`src/rtl/user_id_pkg.sv`:
```
// Shared definitions for the user project ID readback block:
// FSM encoding, register offsets and capture retry limits.
package user_id_pkg;

   typedef enum logic [2:0] {
      CAP_A  = 3'd0,
      SETTLE = 3'd1,
      CAP_B  = 3'd2,
      READY  = 3'd3,
      SHIFT  = 3'd4
   } state_t;

   localparam logic [2:0] OFF_ID     = 3'h0;
   localparam logic [2:0] OFF_STATUS = 3'h4;

   localparam logic [1:0] SETTLE_CYCLES = 2'd2;
   localparam logic [1:0] MAX_RETRY     = 2'd3;

endpackage

```
`src/rtl/user_id_serializer.sv`:
```
// Shifts a 32-bit ID out MSB first, each bit held CLK_DIV clocks,
// with a strobe on the last clock of every bit period.
module user_id_serializer #(
   parameter int CLK_DIV = 4
) (
   input  logic        clk,
   input  logic        rst,
   input  logic        start,
   input  logic [31:0] id,
   output logic        ser_data,
   output logic        ser_strobe,
   output logic        ser_busy,
   output logic        done
);

   localparam logic [7:0] DIV_LAST = 8'(CLK_DIV - 1);

   logic [31:0] shreg;
   logic [7:0]  div_cnt;
   logic [4:0]  bit_cnt;
   logic        busy;

   assign ser_strobe = busy && (div_cnt == DIV_LAST);
   assign done       = ser_strobe && (bit_cnt == 5'd31);
   assign ser_data   = shreg[31];
   assign ser_busy   = busy;

   // The shift register is cleared after the last bit so ser_data idles low.
   always_ff @(posedge clk or posedge rst) begin
      if (rst) begin
         shreg   <= '0;
         div_cnt <= '0;
         bit_cnt <= '0;
         busy    <= 1'b0;
      end else if (!busy) begin
         if (start) begin
            busy    <= 1'b1;
            shreg   <= id;
            div_cnt <= '0;
            bit_cnt <= '0;
         end
      end else if (ser_strobe) begin
         div_cnt <= '0;
         if (bit_cnt == 5'd31) begin
            busy    <= 1'b0;
            shreg   <= '0;
            bit_cnt <= '0;
         end else begin
            bit_cnt <= bit_cnt + 5'd1;
            shreg   <= {shreg[30:0], 1'b0};
         end
      end else begin
         div_cnt <= div_cnt + 8'd1;
      end
   end

endmodule

```
`src/rtl/user_id_readback.sv`:
```
// Captures the tie-cell project ID twice for consistency, exposes it over
// a two-word Wishbone window and can shift it out serially on request.
module user_id_readback
   import user_id_pkg::*;
#(
   parameter logic [31:0] BASE_ADR = 32'h2620_0000,
   parameter int          CLK_DIV  = 4
) (
   input  logic        wb_clk_i,
   input  logic        wb_rst_i,
   input  logic [31:0] mask_rev,
   input  logic        wbs_cyc_i,
   input  logic        wbs_stb_i,
   input  logic        wbs_we_i,
   input  logic [31:0] wbs_adr_i,
   output logic [31:0] wbs_dat_o,
   output logic        wbs_ack_o,
   input  logic        ser_start,
   output logic        ser_data,
   output logic        ser_strobe,
   output logic        ser_busy,
   output logic        id_valid,
   output logic        id_mismatch
);

   state_t      state, state_next;
   logic [31:0] id_a, id_b, shadow;
   logic [1:0]  retry;
   logic [1:0]  settle_cnt;
   logic        ser_done;
   logic        ser_go;
   logic        capture_match;
   logic        wb_hit;
   logic [31:0] rd_val;
   logic        unused_adr;

   assign unused_adr    = ^wbs_adr_i[1:0];
   assign capture_match = (id_a == mask_rev);
   assign ser_go        = (state == READY) && ser_start;

   always_ff @(posedge wb_clk_i or posedge wb_rst_i) begin
      if (wb_rst_i) state <= CAP_A;
      else          state <= state_next;
   end

   // A failed comparison only retries until the retry budget is spent.
   always_comb begin
      state_next = state;
      case (state)
         CAP_A:  state_next = SETTLE;
         SETTLE: if (settle_cnt == SETTLE_CYCLES - 2'd1) state_next = CAP_B;
         CAP_B:  state_next = (capture_match || retry == MAX_RETRY) ? READY : CAP_A;
         READY:  if (ser_start) state_next = SHIFT;
         SHIFT:  if (ser_done) state_next = READY;
         default: state_next = CAP_A;
      endcase
   end

   // id_b is registered in CAP_B, so the flags resolve one cycle later in READY.
   always_ff @(posedge wb_clk_i or posedge wb_rst_i) begin
      if (wb_rst_i) begin
         id_a        <= '0;
         id_b        <= '0;
         shadow      <= '0;
         retry       <= '0;
         settle_cnt  <= '0;
         id_valid    <= 1'b0;
         id_mismatch <= 1'b0;
      end else begin
         case (state)
            CAP_A: begin
               id_a       <= mask_rev;
               settle_cnt <= '0;
            end
            SETTLE: settle_cnt <= settle_cnt + 2'd1;
            CAP_B: begin
               id_b <= mask_rev;
               if (capture_match) begin
                  shadow <= id_a;
                  retry  <= '0;
               end else if (retry == MAX_RETRY) begin
                  shadow <= mask_rev;
               end else begin
                  retry <= retry + 2'd1;
               end
            end
            READY: begin
               id_valid    <= id_valid | (id_a == id_b);
               id_mismatch <= id_mismatch | (id_a != id_b);
            end
            default: ;
         endcase
      end
   end

   assign wb_hit = wbs_cyc_i && wbs_stb_i && !wbs_ack_o &&
                   (wbs_adr_i[31:3] == BASE_ADR[31:3]);

   always_comb begin
      rd_val = '0;
      if ({wbs_adr_i[2], 2'b00} == OFF_STATUS)
         rd_val = {30'b0, id_mismatch, id_valid};
      else if (id_valid || id_mismatch)
         rd_val = shadow;
   end

   // Read data is only driven alongside ack; writes return zero.
   always_ff @(posedge wb_clk_i or posedge wb_rst_i) begin
      if (wb_rst_i) begin
         wbs_ack_o <= 1'b0;
         wbs_dat_o <= '0;
      end else begin
         wbs_ack_o <= wb_hit;
         wbs_dat_o <= (wb_hit && !wbs_we_i) ? rd_val : '0;
      end
   end

   user_id_serializer #(
      .CLK_DIV(CLK_DIV)
   ) u_serializer (
      .clk       (wb_clk_i),
      .rst       (wb_rst_i),
      .start     (ser_go),
      .id        (shadow),
      .ser_data  (ser_data),
      .ser_strobe(ser_strobe),
      .ser_busy  (ser_busy),
      .done      (ser_done)
   );

endmodule

```
`config.mk`:
```
export PLATFORM = sky130hd
export DESIGN_NAME = user_id_readback
export DESIGN_NICKNAME = d
export VERILOG_FILES = /design/src/rtl/user_id_pkg.sv /design/src/rtl/user_id_serializer.sv /design/src/rtl/user_id_readback.sv
export SDC_FILE = /design/constraint.sdc
export NUM_CORES = 1
export LEC_CHECK = 0
export CAP_MARGIN = 20
export CORE_MARGIN = 1.5
export CORE_UTILIZATION = 29
export DETAILED_ROUTE_END_ITERATION = 8
export PLACE_DENSITY = 0.51
export SKIP_LAST_GASP = 1
export SLEW_MARGIN = 15
export SYNTH_ARGS = -nofsm -noshare
export SYNTH_HDL_FRONTEND = slang
export SYNTH_SLANG_ARGS = --single-unit
```
`constraint.sdc`:
```
create_clock -name wb_clk_i -period 21.3 [get_ports wb_clk_i]
set_clock_uncertainty 0.2 [all_clocks]
set_input_delay 5.325 -clock wb_clk_i [delete_from_list [all_inputs] [get_ports wb_clk_i]]
set_output_delay 5.325 -clock wb_clk_i [all_outputs]
set_load 0.03 [all_outputs]
```
Yosys cells after proc, flatten, opt, wreduce, memory -nomap -nowiden
Index checks and enable logic that the tools add are counted.

Output and inout port bits: 38. Input port bits: 70. Flip-flop bits (word level): 184.

Bitwise logic cells: 2. Add/subtract/negate cells: 4. Reduce and logical (&&, ||, !) cells: 19. Mux-type cells: 28. Eq/ne operators: 17.

Operators by type and width (number): $mux 32 (9); $eq 32x32->1 (2); $ne 32x32->1 (1); $eq 29x27->1 const B (1); $mux 8 (3); $mux 5 (4); $pmux 3 s5 (1); $mux 3 (3); $add 8x1->8 const B (1); $eq 8x2->1 const B (1); $ne 2x2->1 const B (4); $logic_and 1x1->1 (7); $eq 3x2->1 const B (2); $mux 2 (3); $reduce_and 2->1 (3); $reduce_bool 2->1 (3); $add 5x1->5 const B (1); $eq 5x5->1 const B (1); $add 2x1->2 const B (2); $mux 1 (4); $pmux 2 s2 (1); $eq 3x1->1 const B (1); $eq 3x3->1 const B (1); $logic_not 3->1 (1); other kinds (7) (10).

Depth between registers and ports, before layout
Gate-level depths: netlist of run 1.

Depth after elaboration: 5. Gate-level depth with buffers: 8.

By module
From an unflattened synthesis of run 1, not the netlist that was laid out.

Cells, all modules: 896. Area, all modules: 8901.0 µm².

Modules (own cells, without submodules): user_id_readback (instances 1, area an instance 6547.5 µm², cells each 647, seq. area each 3453.3 µm²); user_id_serializer (instances 1, area an instance 2353.5 µm², cells each 249, seq. area each 1151.1 µm²).

Least setup slack after synthesis of run 1
OpenSTA, ideal clock, no wires.

Path type: reg-to-output. From: register u_serializer.busy, in the netlist u_serializer.ser_busy. To: output port ser_strobe. Buffers on the path: 2. Stages on the path, launching flop included: 4. Path slack: 14.295 ns. Arrival time: 1.480 ns. Cell sequence: dfrtp_1 > clkbuf_1 > clkbuf_1 > and2_1.

Longest elaborated chain between the ends: 1.

Ends and longest elaborated chain: start: declaration (RTL line user_id_serializer.sv:21) `logic busy;`; start signal: assignment (RTL line user_id_serializer.sv:34) `busy <= 1'b0;`; start signal: assignment (RTL line user_id_serializer.sv:37) `busy <= 1'b1;`; start signal: assignment (RTL line user_id_serializer.sv:45) `busy <= 1'b0;`; $logic_and 1x1->1 (RTL line user_id_serializer.sv:23) `assign ser_strobe = busy && (div_cnt == DIV_LAST);`; end: declaration (RTL line user_id_readback.sv:20) `output logic ser_strobe,`.

No other way between the ends.

Worst setup path in the final report of run 1
From: input port mask_rev[31]. To: register shadow[24].

Longest elaborated chain between the ends: 3.

Ends and longest elaborated chain: start: declaration (RTL line user_id_readback.sv:11) `input logic [31:0] mask_rev,`; $eq 32x32->1 (*) (RTL line user_id_readback.sv:38) `assign capture_match = (id_a == mask_rev);`; $reduce_bool 2->1 (no source line); $reduce_and 2->1 (no source line); end signal: assignment (RTL line user_id_readback.sv:79) `shadow <= id_a;`; end signal: assignment (RTL line user_id_readback.sv:82) `shadow <= mask_rev;`; end: declaration (RTL line user_id_readback.sv:27) `logic [31:0] id_a, id_b, shadow;`.

Mark *: on every way between the ends. The rest lies on a longest branch, timed or not. A chain may end at the register's enable or synchronous reset.

==> results of run 1 <==
sequential cells by signal, indices dropped and copies added (netlist names):
signal                 count
u_serializer.div_cnt       8
id_a                      32
retry                      2
wbs_ack_o                  1
u_serializer.shreg        32
id_valid                   1
settle_cnt                 2
u_serializer.ser_busy      1
state                      3
wbs_dat_o                 32
id_mismatch                1
shadow                    32
u_serializer.bit_cnt       5
id_b                      32
cell usage in the layout (no fill, tap or decap), drive strengths merged, types with 33 or more instances in the layout:
cell,instances
clkdlybuf4s50,105
xor2,34
o311ai,33
dfrtp,184
inv,39
nand4,47
nor2,40
mux2,62
nand2,141
a31oi,35
synth_stat cells (32+ instances only):
cell	count
a31oi_1	35
mux2_2	50
nand2_1	140
xor2_1	34
nand4_1	47
inv_1	38
dfrtp_1	184
clkbuf_1	52
xnor2_1	32
o311ai_0	33
nor2_1	40
and2_1	32
power breakdown:
group	internal, mW	switching (mW)	total, mW
combinational	0.250	0.261	0.512
sequential	0.483	0.104	0.586
clock	0.163	0.142	0.304
per-layer routing:
layer / part of all wire [%] / vias to the layer above
met5: 0 / -
met4: 0.61 / 0
met3: 3.2 / 10
met2: 46 / 119
met1: 50 / 3225
li1: - / 3197
worst paths after layout:
kind / startpoint / to / slack (ns) / cells past startpoint
max: mask_rev[31] / shadow[24]$_DFFE_PP0P_ / 12.84 / 8
min in group asynchronous: wb_rst_i / wbs_dat_o[31]$_DFF_PP0_ / 5.11 / 2
min reg2reg: shadow[3]$_DFFE_PP0P_ / wbs_dat_o[3]$_DFF_PP0_ / 0.27 / 1
min: shadow[3]$_DFFE_PP0P_ / wbs_dat_o[3]$_DFF_PP0_ / 0.27 / 1
max reg2reg: id_a[31]$_DFFE_PP0P_ / shadow[24]$_DFFE_PP0P_ / 17.98 / 7
max in group asynchronous: wb_rst_i / id_b[6]$_DFFE_PP0P_ / 14.52 / 3
logic make-up after synthesis:
logic type	Yosys count	share of synthesized area (%)
AOI/OAI and AO/OA	141	11.1
DFF	184	52.0
and+or+nand+nor	309	16.9
muxes	62	8.39
buffers and inverters	98	4.44
xor gates and xnor gates	66	6.53
adders and majority gates	5	0.707
layout make-up:
cell class	count	area, sq um
Tap cell	390	488
Clock inverter	13	124
Multi-Input combinational cell	583	3890
Fill cell	2940	19100
Timing Repair Buffer	117	1140
Inverter	38	148
Clock buffer	19	433
Sequential cell	184	4610
==> reports/results.txt, run 1 <==
Outcome - finished, final reports clean
Crit start category - primary input
Row cnt - 63
Clock-pin slew on the worst setup and hold paths - 0.07 ns
Gr ovfl total - 0
Via-per-instance ratio - 4.87
Required @ worst endpoint - 21.37 ns
Tot Pwr - 1.40 mW
Drt total wl - 22,800 um
Synth warn - 0
H-tree levels - 4
Final Cell Area - 0.0108 sq mm
RSZ-0062 raised after global routing - no
Post-synth EDFFs - 0
Placed cell count - 1,311
GPL Wtd Cong - 0.740
Seq/Total Area, Yosys - 52.0%
Final period utilization - 39.7%
Diodes inserted - 0
Final design utilization - 36.2%
Crit-path slowest cell - clkdlybuf4s50_1
Antenna Violating Nets Remaining - 0
Synth area leaders - dfrtp_1, mux2_2, nand2_1, xor2_1, nand4_1
Post-synth top area share - 52.0%
M3 GR Usage - 2.72%
CTS buffer count - 17
Layout Cells excl Fill - 1,344
Syn Nets - 940
Met1 usage - 21.9%
Area grow syn2layout - 22.2%
GR Util met2 - 23.8%
Crit-path cells - clkdlybuf4s50_1 -> xnor2_1 -> nand4_1 -> nor4_2 -> buf_4 -> and2_1 -> buf_4 -> o311ai_0
Post-CTS Setup Bufs - 0
CP peak stage delay - 0.59 ns
Worst EP arrival - 8.53 ns
LEAKAGE - 4.60 nW
CTS tree - yes
Cells after synthesis - 865
Syn_area_per_cell - 10.2 sq um
Share of layout cells above drive strength 1 - 12.3%
Cell family with most CP delay - buffers and inverters
Ys flop type - dfrtp_1
Fmax - 118 MHz
Final hold vios - 0
Crit-path most repeated cell - buf_4
Initial antenna violation count - 0
Post-CTS Resized - 0
Hold Buf Count CTS - 0
DRC viols - 0
Buf+Inv Stages, Crit Path - 3
Global routing's busiest layer - met2
Setup WS pre-CTS - 11.93 ns
Sink Count - 184
Synth unique cells - 47
Min-Delay Path Class - reg -> reg
IO Port Bufs - 105
IO Count - 108
DIE WIDTH - 178 um
Pwr dens - 130 mW/mm^2
Core Region - 0.0299 sq mm
Placed inst area - 0.0103 sq mm
Crit Path Class - in -> reg
Final worst path period need - 8.46 ns
Final HPWL DP - 15,200 um
Worst IR Drop VDD - 0.0566 mV
Final Setup Violations - 0
FFs w/ async S/R, synth - 100%
DR vias - 6,551
Max-cap violations - 0
Crit end category - flip-flop
Iteration-0 DRC Markers - 435
Height of the die - 178 um
Largest net degree at the start of global routing - 67
Initial Util - 29.6%
Post-layout nets - 1,016
Max clock buf depth - 2
Vias in the first global route - 6,455
WL/cell - 16.9 um
First-pass GRT wire length - 37,100 um
Post-synth design cell area - 0.00885 sq mm
Yosys top cell by area - dfrtp_1
Setup TNS - 0 ns
Die ar. - 0.0316 sq mm
Worst Hold Slack - 0.271 ns
Synthesized flop and latch total - 184
Root buffer cell - clkbuf_16
Worst-path fanout max - 29
Worst Tran Pin Value - 1.08 ns
Drt first pass iters - 5
Worst-Skew Late Latency - 0.43 ns
Final Max Tran Viols - 0
Slew margin rel. - 27.7%
GRT Total Usage - 15.2%
Final worst slack - 12.84 ns
Note: power is estimated with default switching activity, not from simulation.
==> run 2: changes to the inputs <==
==> constraint.sdc (replaced) <==
create_clock -name wb_clk_i -period 7.85 [get_ports wb_clk_i]
set_clock_uncertainty 0.2 [all_clocks]
set_input_delay 1.9625 -clock wb_clk_i [delete_from_list [all_inputs] [get_ports wb_clk_i]]
set_output_delay 1.9625 -clock wb_clk_i [all_outputs]
set_load 0.03 [all_outputs]
==> run 2 against run 1 <==
Against the previous run: critical path depth down 4; final area increased by 0.24%; sequential cell count stayed put; sequential power rose to 2.7 times the previous value; die area is the same; wire length fell by 1.0%; clock-buffer cell count down 2; core utilization increased by 0.088 points; first-iteration DRC count fell by 23%; critical endpoint is now ser_strobe; largest cell class unchanged.
==> reports/results.txt, run 2 (same netlist as run 1, synthesis figures left out) <==
Worst flop-to-flop path endpoint - u_serializer.shreg[12]$_DFFE_PP0P_
Sw Ratio - 36.5%
First-pass GRT wire length - 37,000 um
DRC viols - 0
Most frequent cells in the layout - dfrtp_1, nand2_1, clkdlybuf4s50_1, mux2_2, nand4_1
GPL Wtd Cong - 0.731
Drt first pass iters - 5
Outcome - finished, final reports clean
Max-cap violations - 0
Hold Buf Count CTS - 0
Required @ worst endpoint - 5.69 ns
Pwr dens - 354 mW/mm^2
Worst IR Drop VDD - 0.167 mV
Worst R2R Path Depth - 4
CTS buffer count - 17
Worst-Skew Late Latency - 0.44 ns
Hold Crit Endpoint - wbs_dat_o[17]$_DFF_PP0_
Gr ovfl total - 0
Min-Delay Path Class - reg -> reg
Initial antenna violation count - 0
Vias in the first global route - 6,544
Core Region - 0.0299 sq mm
Worst Tran Pin Value - 1.08 ns
Worst EP arrival - 2.56 ns
Slew margin rel. - 27.8%
Power share of the clock group - 22.5%
Worst R2R Setup Slack - 4.82 ns
Int Pwr - 2.44 mW
Share of layout cells above drive strength 1 - 12.4%
Antenna Violating Nets Remaining - 0
Largest net degree at the start of global routing - 98
IO Port Bufs - 105
Final hold vios - 0
Diodes inserted - 0
RR Startpoint - u_serializer.div_cnt[3]$_DFFE_PP0P_
Post-CTS Resized - 0
Post-CTS Setup Bufs - 0
Final worst path period need - 4.72 ns
Crit Path Class - reg -> out
Sequential Power Share - 41.2%
Switching power - 1.40 mW
Root buffer cell - clkbuf_16
Post-layout nets - 1,015
IO Count - 108
Final period utilization - 60.1%
Hold Crit Start - shadow[17]$_DFFE_PP0P_
Hold path depth - 1
Area grow syn2layout - 22.5%
Placed inst area - 0.0103 sq mm
Crit start category - flip-flop
DR vias - 6,588
Setup TNS - 0 ns
Iteration-0 DRC Markers - 333
Clock-pin slew on the worst setup and hold paths - 0.08 ns
Final design utilization - 36.3%
Crit end category - primary output
GRT Total Usage - 15.2%
DIE WIDTH - 178 um
WL/cell - 16.8 um
RSZ-0062 raised after global routing - no
Height of the die - 178 um
Final HPWL DP - 15,100 um
Final Max Tran Viols - 0
Die ar. - 0.0316 sq mm
Commonest non-fill, non-tap cell in the layout - dfrtp_1
Combinational power share - 36.3%
Initial Util - 29.6%
Max clock buf depth - 2
Final Cell Area - 0.0109 sq mm
Drt total wl - 22,500 um
LEAKAGE - 4.61 nW
Fmax - 212 MHz
Row cnt - 63
Worst-path fanout max - 7
Via-per-instance ratio - 4.91
CTS tree - yes
Sink Count - 184
Final Setup Violations - 0
H-tree levels - 4
## run 2: cell types whose count changed in the layout (fill, tap and decap cells not counted), sizes merged
| cell | change |
|---|---|
| inv | +6 |
| clkinv | -3 |
| clkbuf | -2 |
| buf | -1 |
| clkinvlp | -1 |
## run 2: power by group through the flow
stage / logic, mW / clock network (mW) / registers (mW)
2_1_floorplan: 1.12 / 0 / 1.53
3_3_place_gp: 1.38 / 0 / 1.59
3_5_place_dp: 1.41 / 0 / 1.60
4_1_cts: 1.41 / 0.887 / 1.58
5_1_grt: 1.58 / 0.923 / 1.64
6_report: 1.40 / 0.865 / 1.58
## run 2: how the worst max path moves through the flow
| stage | from | endpoint | cells after the start |
|---|---|---|---|
| after floorplan | wb_rst_i | id_a[0]$_DFFE_PP0P_ | 1 |
| after CTS | u_serializer.div_cnt[3]$_DFFE_PP0P_ | ser_strobe | 4 |
| after global routing | u_serializer.div_cnt[0]$_DFFE_PP0P_ | ser_strobe | 5 |
| after global placement | mask_rev[23] | shadow[3]$_DFFE_PP0P_ | 7 |
| final | u_serializer.div_cnt[3]$_DFFE_PP0P_ | ser_strobe | 4 |
| after detailed placement | mask_rev[23] | shadow[2]$_DFFE_PP0P_ | 7 |
## run 2: worst max-delay path, stage by stage (launching register included)
cell             delay [ns]
dfrtp_1                0.46
or3_4                  0.44
nor4_1                 0.28
and2_1                 0.23
clkdlybuf4s50_1        0.71
## run 2: metal layers
layer	share of wire, %	vias to the layer above	GRT usage [%]
met5	0	-	0
met4	1.6	0	4.48
met3	3.4	21	2.34
met2	46	122	23.1
met1	49	3236	22.2
li1	-	3209	-
## run 2: through the flow
| step | instances | total power [mW] | setup slack, ns | hold WS (ns) |
|---|---|---|---|---|
| floorplan | 865 | 2.65 | 0.687 | 0.249 |
| global placement | 1311 | 2.97 | 2.96 | 0.263 |
| detailed placement | 1311 | 3.01 | 2.96 | 0.266 |
| CTS | 1343 | 3.88 | 3.12 | 0.284 |
| global route | 1343 | 4.14 | 2.95 | 0.307 |
| finish | 1343 | 3.84 | 3.13 | 0.277 |
## run 2: layout make-up
cell class                 count  area [sq um]
clock inverter                15           163
timing repair buffer         116          1130
multi-input combinational    583          3890
sequential                   184          4610
fill                        2944         19000
tap                          390           488
inverter                      38           148
clock buffer                  17           425
==> run 3: changes to the inputs <==
--- a/config.mk
+++ b/config.mk
@@ -9,7 +9,7 @@
 export CORE_MARGIN = 1.5
 export CORE_UTILIZATION = 29
 export DETAILED_ROUTE_END_ITERATION = 8
-export PLACE_DENSITY = 0.51
+export PLACE_DENSITY = 0.53
 export SKIP_LAST_GASP = 1
 export SLEW_MARGIN = 15
 export SYNTH_ARGS = -nofsm -noshare
==> constraint.sdc (replaced) <==
create_clock -name wb_clk_i -period 4.3 [get_ports wb_clk_i]
set_clock_uncertainty 0.2 [all_clocks]
set_input_delay 1.075 -clock wb_clk_i [delete_from_list [all_inputs] [get_ports wb_clk_i]]
set_output_delay 1.075 -clock wb_clk_i [all_outputs]
set_load 0.03 [all_outputs]
==> run 3 against run 2 <==
Against the previous run: register-to-register slack worse by 3.4 ns; setup slack worse by 2.6 ns; sequential share of layout area is 0.70 points lower; critical path depth stayed put; final area is 1.7% higher; clock-buffer cell count is 2 higher; critical endpoint unchanged; largest power group unchanged.
==> reports/results.txt, run 3 (same netlist as run 1, synthesis figures left out) <==
Tot Pwr - 7.16 mW
Post-layout nets - 1,029
RSZ-0062 raised after global routing - no
Crit start category - flip-flop
Crit path from - u_serializer.div_cnt[3]$_DFFE_PP0P_
Row cnt - 63
Outcome - finished, final reports clean
M3 GR Usage - 2.29%
LEAKAGE - 4.71 nW
Hold Buf Count CTS - 0
Root buffer cell - clkbuf_16
Clock-pin slew on the worst setup and hold paths - 0.07 ns
Iteration-0 DRC Markers - 353
Final period utilization - 87.5%
Core Region - 0.0299 sq mm
Worst flop-to-flop path endpoint - u_serializer.shreg[8]$_DFFE_PP0P_
GR Util met2 - 23.8%
RR Startpoint - u_serializer.bit_cnt[0]$_DFFE_PP0P_
Setup TNS - 0 ns
Initial antenna violation count - 1
Post-CTS Resized - 0
GRT Total Usage - 15.3%
Most frequent cells in the layout - dfrtp_1, nand2_1, clkdlybuf4s50_1, mux2_2, nand4_1
Pwr dens - 649 mW/mm^2
Gr ovfl total - 0
Final Max Tran Viols - 0
CTS tree - yes
Max-cap violations - 0
Worst R2R Path Depth - 7
Vias in the first global route - 6,598
Final HPWL DP - 16,100 um
Crit end category - primary output
GPL Wtd Cong - 0.765
DR vias - 6,623
DRC viols - 0
Post-CTS Setup Bufs - 0
Critical Path End - ser_strobe
Worst-path fanout max - 7
Fmax - 266 MHz
Sink Count - 184
Slew margin rel. - 31.5%
Largest net degree at the start of global routing - 60
DIE WIDTH - 178 um
Die ar. - 0.0316 sq mm
Min-Delay Path Class - reg -> reg
Final Setup Violations - 0
Antenna Violating Nets Remaining - 0
Drt first pass iters - 5
Met1 usage - 21.9%
Drt total wl - 22,900 um
First-pass GRT wire length - 37,200 um
WL/cell - 16.9 um
Crit Path Class - reg -> out
CTS buffer count - 17
Height of the die - 178 um
Commonest non-fill, non-tap cell in the layout - dfrtp_1
Initial Util - 29.6%
Worst Tran Pin Value - 1.03 ns
Global routing's busiest layer - met2
IO Port Bufs - 105
Required @ worst endpoint - 3.02 ns
Worst IR Drop VDD - 0.301 mV
Worst R2R Setup Slack - 1.40 ns
Share of layout cells above drive strength 1 - 13.4%
Final worst path period need - 3.76 ns
Max clock buf depth - 2
Worst-Skew Late Latency - 0.44 ns
Final hold vios - 0
Via-per-instance ratio - 4.88
Area grow syn2layout - 24.6%
Worst EP arrival - 2.49 ns
H-tree levels - 4
IO Count - 108
-- run 3: layer usage --
layer	share of wire, %	wire [um]
met5	0	0
met1	50	11400
met4	1.2	277
met2	46	10600
met3	2.8	634
-- run 3: layout make-up --
cell class                 count  area [sq um]
fill                        2951         18800
antenna                        1          2.50
timing repair buffer         130          1280
clock buffer                  19           433
multi-input combinational    583          3890
clock inverter                13           193
inverter                      38           146
sequential                   184          4610
tap                          390           488
-- run 3: worst min-delay path by stage --
stage	start	to	slack, ns	cells after the start
2_1_floorplan	u_serializer.shreg[10]$_DFFE_PP0P_	u_serializer.shreg[10]$_DFFE_PP0P_	0.25	2
3_3_place_gp	shadow[20]$_DFFE_PP0P_	wbs_dat_o[20]$_DFF_PP0_	0.26	1
3_5_place_dp	shadow[14]$_DFFE_PP0P_	wbs_dat_o[14]$_DFF_PP0_	0.27	1
4_1_cts	shadow[14]$_DFFE_PP0P_	wbs_dat_o[14]$_DFF_PP0_	0.28	1
5_1_grt	shadow[14]$_DFFE_PP0P_	wbs_dat_o[14]$_DFF_PP0_	0.31	1
6_report	shadow[20]$_DFFE_PP0P_	wbs_dat_o[20]$_DFF_PP0_	0.28	1
-- run 3: where the power goes --
group	total (mW)	switching [mW]	internal (mW)
registers	2.89	0.500	2.39
clock network	1.71	0.720	0.985
logic	2.56	1.31	1.25
-- run 3: worst max-delay path, cell delays in order, from the launching register on --
cell             delay, ns
dfrtp_1               0.45
or3_4                 0.43
nor4_1                0.23
and2_1                0.23
clkdlybuf4s50_1       0.71
-- run 3: stage by stage --
step	cell area, sq um	hold slack, ns	std cells	setup slack (ns)	utilization [%]
2_1_floorplan	8860	0.249	865	0.660	-
3_3_place_gp	10400	0.264	1325	0.544	34.8
3_5_place_dp	10400	0.267	1325	0.540	34.8
4_1_cts	11000	0.283	1357	0.492	36.9
5_1_grt	11000	0.311	1358	0.317	36.9
6_report	11000	0.279	1358	0.537	36.9
